$ cat src/rtl/note_sprite_drawer.sv
// Falling 64x64 note sprite for one lane: frame-stepped position, sprite RAM
// addressing, and a two-clock pixel pipeline aligned to the scan position.
//
// state | meaning
// IDLE  | no note on screen, waiting for spawn
// FALL  | note moves down speed_reg rows per frame until hit or miss
// HIT   | note frozen and drawn inverted for HIT_FRAMES frames
module note_sprite_drawer #(
  parameter logic [9:0]  LANE_X     = 10'd160,
  parameter logic [9:0]  MISS_Y     = 10'd440,
  parameter logic [23:0] KEY_RGB    = 24'hFF00FF,
  parameter logic [3:0]  HIT_FRAMES = 4'd8
) (
  input  logic        Clk,
  input  logic        Reset,
  input  logic        frame_clk,
  input  logic [9:0]  DrawX,
  input  logic [9:0]  DrawY,
  input  logic        spawn,
  input  logic [3:0]  speed,
  input  logic        hit,
  input  logic [23:0] rom_data,
  output logic [12:0] read_address,
  output logic        pixel_on,
  output logic [23:0] pixel_rgb,
  output logic        active,
  output logic [9:0]  note_y,
  output logic        missed
);

  typedef enum logic [1:0] {
    IDLE = 2'd0,
    FALL = 2'd1,
    HIT  = 2'd2
  } state_t;

  localparam logic [10:0] X_HI = {1'b0, LANE_X} + 11'd63;

  state_t      state, state_n;
  logic [9:0]  note_y_n;
  logic [3:0]  speed_reg, speed_n;
  logic [3:0]  flash_cnt, flash_n;
  logic        missed_n;
  logic        frame_q;
  logic        frame_edge;
  logic [10:0] y_sum;
  logic [10:0] y_hi;
  logic        inbox;
  logic [5:0]  dx, dy;
  logic        inbox_d1, flash_d1, inbox_d2, flash_d2;

  assign frame_edge = frame_clk && !frame_q;
  assign y_sum      = {1'b0, note_y} + {7'd0, speed_reg};
  assign y_hi       = {1'b0, note_y} + 11'd63;

  always_comb begin
    state_n  = state;
    note_y_n = note_y;
    speed_n  = speed_reg;
    flash_n  = flash_cnt;
    missed_n = 1'b0;
    case (state)
      IDLE: begin
        if (spawn) begin
          state_n  = FALL;
          note_y_n = 10'd0;
          speed_n  = (speed == 4'd0) ? 4'd1 : speed;
        end
      end
      FALL: begin
        // A hit freezes the note even when a frame edge lands in the same cycle.
        if (hit) begin
          state_n = HIT;
          flash_n = HIT_FRAMES;
        end else if (frame_edge) begin
          if (y_sum >= {1'b0, MISS_Y}) begin
            state_n  = IDLE;
            note_y_n = 10'd0;
            missed_n = 1'b1;
          end else begin
            note_y_n = y_sum[9:0];
          end
        end
      end
      HIT: begin
        if (frame_edge) begin
          flash_n = flash_cnt - 4'd1;
          if (flash_cnt == 4'd1) begin
            state_n  = IDLE;
            note_y_n = 10'd0;
          end
        end
      end
      default: begin
        state_n  = IDLE;
        note_y_n = 10'd0;
      end
    endcase
  end

  // Low six bits of the offsets suffice: the box is exactly 64 wide and tall.
  assign dx = DrawX[5:0] - LANE_X[5:0];
  assign dy = DrawY[5:0] - note_y[5:0];

  assign inbox = (state != IDLE) &&
                 (DrawX >= LANE_X) && ({1'b0, DrawX} <= X_HI) &&
                 (DrawY >= note_y) && ({1'b0, DrawY} <= y_hi);

  always_ff @(posedge Clk) begin
    if (Reset) begin
      state        <= IDLE;
      note_y       <= 10'd0;
      speed_reg    <= 4'd1;
      flash_cnt    <= 4'd0;
      missed       <= 1'b0;
      frame_q      <= 1'b0;
      read_address <= 13'd0;
      inbox_d1     <= 1'b0;
      flash_d1     <= 1'b0;
      inbox_d2     <= 1'b0;
      flash_d2     <= 1'b0;
    end else begin
      state        <= state_n;
      note_y       <= note_y_n;
      speed_reg    <= speed_n;
      flash_cnt    <= flash_n;
      missed       <= missed_n;
      frame_q      <= frame_clk;
      read_address <= inbox ? {1'b0, dy, dx} : 13'd0;
      inbox_d1     <= inbox;
      flash_d1     <= (state == HIT);
      inbox_d2     <= inbox_d1;
      flash_d2     <= flash_d1;
    end
  end

  assign active    = (state == FALL) || (state == HIT);
  assign pixel_on  = inbox_d2 && (rom_data != KEY_RGB);
  assign pixel_rgb = pixel_on ? (flash_d2 ? ~rom_data : rom_data) : 24'h0;

endmodule
$ cat config.mk
export PLATFORM = sky130hd
export DESIGN_NAME = note_sprite_drawer
export DESIGN_NICKNAME = d
export VERILOG_FILES = /design/src/rtl/note_sprite_drawer.sv
export SDC_FILE = /design/constraint.sdc
export NUM_CORES = 1
export LEC_CHECK = 0
export CAP_MARGIN = 5
export CORE_AREA = 2 2 83 85
export DETAILED_ROUTE_END_ITERATION = 6
export DIE_AREA = 0 0 85 87
export MAX_ROUTING_LAYER = met4
export PLACE_DENSITY = 0.79
export SLEW_MARGIN = 20
export SYNTH_ARGS = -nofsm -noshare
export SYNTH_HDL_FRONTEND = slang
export SYNTH_SLANG_ARGS = --single-unit
$ cat constraint.sdc
create_clock -name Clk -period 3.7 [get_ports Clk]
set_input_delay 0.555 -clock Clk [delete_from_list [all_inputs] [get_ports Clk]]
set_output_delay 0.555 -clock Clk [all_outputs]
set_load 0.02 [all_outputs]
==> impl_metrics.tcl, run 1 <==
set metrics [dict create \
    cts_root_buf "clkbuf_8" \
    clock.fmax_ghz 0.296 \
    worst_setup_path_end_kind "primary output" \
    cts.clk_slew.worst_paths_ns 0.07 \
    globalplace.congestion 0.851 \
    final_setup_fails 0 \
    n_antenna_cell 0 \
    clock_sink_count 38 \
    postRouteAntennaNets 0 \
    syn_to_final_growth_pct 40.5 \
    seq_power_share_pct 36.1 \
    final_layout_size_suffix_gt1_share_pct 4.70 \
    tightestPinTransition_ns 0.596 \
    final_core_utilization_pct 61.5 \
    worstHoldPathType "flip-flop to flip-flop" \
    sw_frac_of_total_pct 35.6 \
    dpl_worst_slack_ns 0.268 \
    synth-seq-cells 38 \
    core_sq_um 6570 \
    leakage_nw 1.46 \
    worst_hold_margin_ns 0.445 \
    tritoncts "yes" \
    cts-buffers-inserted 5 \
    layout_min_cycle_time_ns 3.38 \
    grt_max_degree 26 \
    hpwl_mm 5.90 \
    power_per_cell_area_nw_per_um2 324 \
    post_cts.resized_instances 0 \
    grt_pass1_vias 2641 \
    clock_tree.htree_level_count 2 \
    design.final.nets 533 \
    peakVddDrop_mv 0.344 \
    finalSetupTns_ns 0 \
    number_of_flip_flops_under_the_largest_register_name 12 \
    hold_violations 0 \
    grt.overflow.total 0 \
    clock_skew_ns 0.00884 \
    drv_slew 0 \
    min_period_over_period_pct 91.4 \
    top_register "read_address" \
    grt_first_pass_wirelength_mm 11.7 \
    die_height_um 87 \
    reg2regPathDepth 15 \
    netlist_instances 351 \
    critical_path_required_ns 3.14 \
    detail_route.iter0.violations 94 \
    min_path_cells 1 \
    buffer_ports.inserted 101 \
    outcome "finished, final reports clean" \
    dieArea_sq_um 7400 \
    avgRoutedWirePerCell_um 13.9 \
    regs_by_ff_count "read_address: 12 flops, note_y: 10 flops" \
    clock_power_share_pct 21.7 \
    async_flop_share_pct 0 \
    clk_latency_ns 0.29 \
    synth_warn 0 \
    crit_path_max_fanout 25 \
    crit_type "primary input to primary output" \
    drt-vias-per-instance 5.18 \
    netlist_area_sq_um 2870 \
    worstPathArrival_ns 2.83 \
    vias 2728 \
    ys_types 50 \
    hold_buffers 0 \
    nFillCells 570 \
    drt_wl_total_mm 7.30 \
    multi_input_comb_area_sq_um 1970 \
    maxSlewHeadroom_pct 59.9 \
    crit_path_start_kind "primary input" \
    internal_power_mw 0.843 \
    ioPinCount 103 \
    initial_standard_cell_utilization_of_the_core_pct 43.8 \
    drtPass1Iterations 4 \
    drc 0 \
    power.combinational.fraction_pct 42.2 \
    dominantRegCellSynth "dfxtp_1" \
    row_count 30 \
    net-switching-power_mw 0.465 \
    synth_nets 436 \
    number_of_synthesized_flops_with_an_enable_pin 0 \
    track_usage_pct 20.2 \
    cts.path.max_buffers 2 \
    finalWorstSetupSlack_ns 0.318 \
    width_of_the_chip_um 85 \
    seq_area_frac_synth_pct 26.5 \
    cap_violations 0 \
    syn-mean-instance-area_sq_um 8.19 \
    cts.repair_timing.setup_buffer_count 0 \
    setup_repair_after_global_routing_missed_its_margin "false" \
    sequential_cell_area_sq_um 761 \
    grt_antenna_before_repair 0 \
]
worst max-delay path, stage by stage:
cell	delay (ns)
clkdlybuf4s50_1	0.44
nor4b_1	0.33
nand4_1	0.20
o41ai_4	0.37
buf_4	0.30
nor2_1	0.08
clkdlybuf4s50_1	0.55
power by group through the flow:
| stage | combinational, mW | sequential (mW) | clock (mW) |
|---|---|---|---|
| finish | 0.552 | 0.472 | 0.284 |
| global route | 0.610 | 0.476 | 0.309 |
| CTS | 0.550 | 0.472 | 0.290 |
| detailed placement | 0.544 | 0.480 | 0 |
| global placement | 0.524 | 0.479 | 0 |
| floorplan | 0.374 | 0.480 | 0 |
synthesized netlist by cell type, types with 4 or more instances:
cell type,instances,area share (%)
a21o_1,5,1.3
a21oi_1,24,4.2
a31oi_1,6,1.3
and2_1,6,1.3
clkbuf_1,9,1.2
dfxtp_1,38,26
ha_1,30,13
inv_1,24,3.1
nand2_1,19,2.5
nand2b_1,8,1.7
nand3_1,11,1.9
nand4_1,9,2.0
nor2_1,44,5.7
nor2b_1,12,2.6
nor3_1,7,1.2
o21ai_0,11,1.9
o22ai_1,4,0.87
xnor2_1,34,10
xor2_1,4,1.2
metal layers:
| metal | global-route usage, % | up-vias | part of all wire (%) |
|---|---|---|---|
| li1 | - | 1416 | - |
| met1 | 23.3 | 1220 | 44 |
| met2 | 34.7 | 77 | 49 |
| met3 | 4.27 | 15 | 5.2 |
| met4 | 7.36 | 0 | 1.7 |
| met5 | - | - | 0 |
kinds of logic after synthesis:
group,after synthesis,share of synthesized area [%]
adders and majority gates,32,14.5
and+or+nand+nor,128,22.1
DFF,38,26.5
buffers and inverters,38,5.31
xor gates and xnor gates,38,11.6
AOI/OAI and AO/OA,71,18.0
muxes,5,1.92
other,1,0.130
cell usage in the layout, fill, tap and decap left out, types with 3 or more instances in the layout:
| cell type | instances |
|---|---|
| a21oi_1 | 24 |
| and2_1 | 6 |
| mux2i_1 | 3 |
| nor3_1 | 7 |
| xor2_1 | 4 |
| o21ai_0 | 11 |
| dfxtp_1 | 38 |
| inv_1 | 24 |
| nand3_1 | 11 |
| nand2b_1 | 8 |
| nor2_1 | 44 |
| buf_4 | 3 |
| nand4_1 | 9 |
| a21o_1 | 5 |
| a211oi_1 | 3 |
| clkdlybuf4s50_1 | 101 |
| ha_1 | 30 |
| clkbuf_8 | 6 |
| nand2_1 | 19 |
| nor2b_1 | 12 |
| nor4b_1 | 3 |
| xnor2_1 | 34 |
| o22ai_1 | 4 |
| a31oi_1 | 6 |
final timing paths:
kind / startpoint / end / slack, ns
worst max-delay path: rom_data[13] / pixel_rgb[11] / 0.32
worst min-delay path: flash_d1 / flash_d2 / 0.44
worst max register to register: note_y[1] / read_address[3] / 0.50
worst min register to register: flash_d1 / flash_d2 / 0.44
stage by stage:
step / area [sq um] / std cells / power (mW)
after floorplan: 2870 / 351 / 0.853
after global placement: 3960 / 521 / 1.00
after detailed placement: 3960 / 521 / 1.02
after CTS: 4040 / 527 / 1.31
after global routing: 4040 / 527 / 1.40
final: 4040 / 527 / 1.31
cell type report:
| type | count | share of cell area [%] |
|---|---|---|
| multi-input cells | 275 | 48.8 |
| repair buffers | 104 | 25.6 |
| flip-flops and latches | 38 | 18.8 |
| well taps | 80 | 2.48 |
| inverters | 24 | 2.23 |
| clock buffers | 6 | 2.04 |
(Power assumes the default switching activity.)
==> run 2, diff against run 1 <==
Settings changed: GPL_ROUTABILITY_DRIVEN set to 0.
==> results of run 2 <==
Same layout as run 1: the final DEF is identical, and so are final timing and power.
==> run 3, diff against run 2 <==
Settings changed: ABC_CLOCK_PERIOD_IN_PS set to 3700.
==> results of run 3 <==
Same layout as run 1: the final DEF is identical, and so are final timing and power.
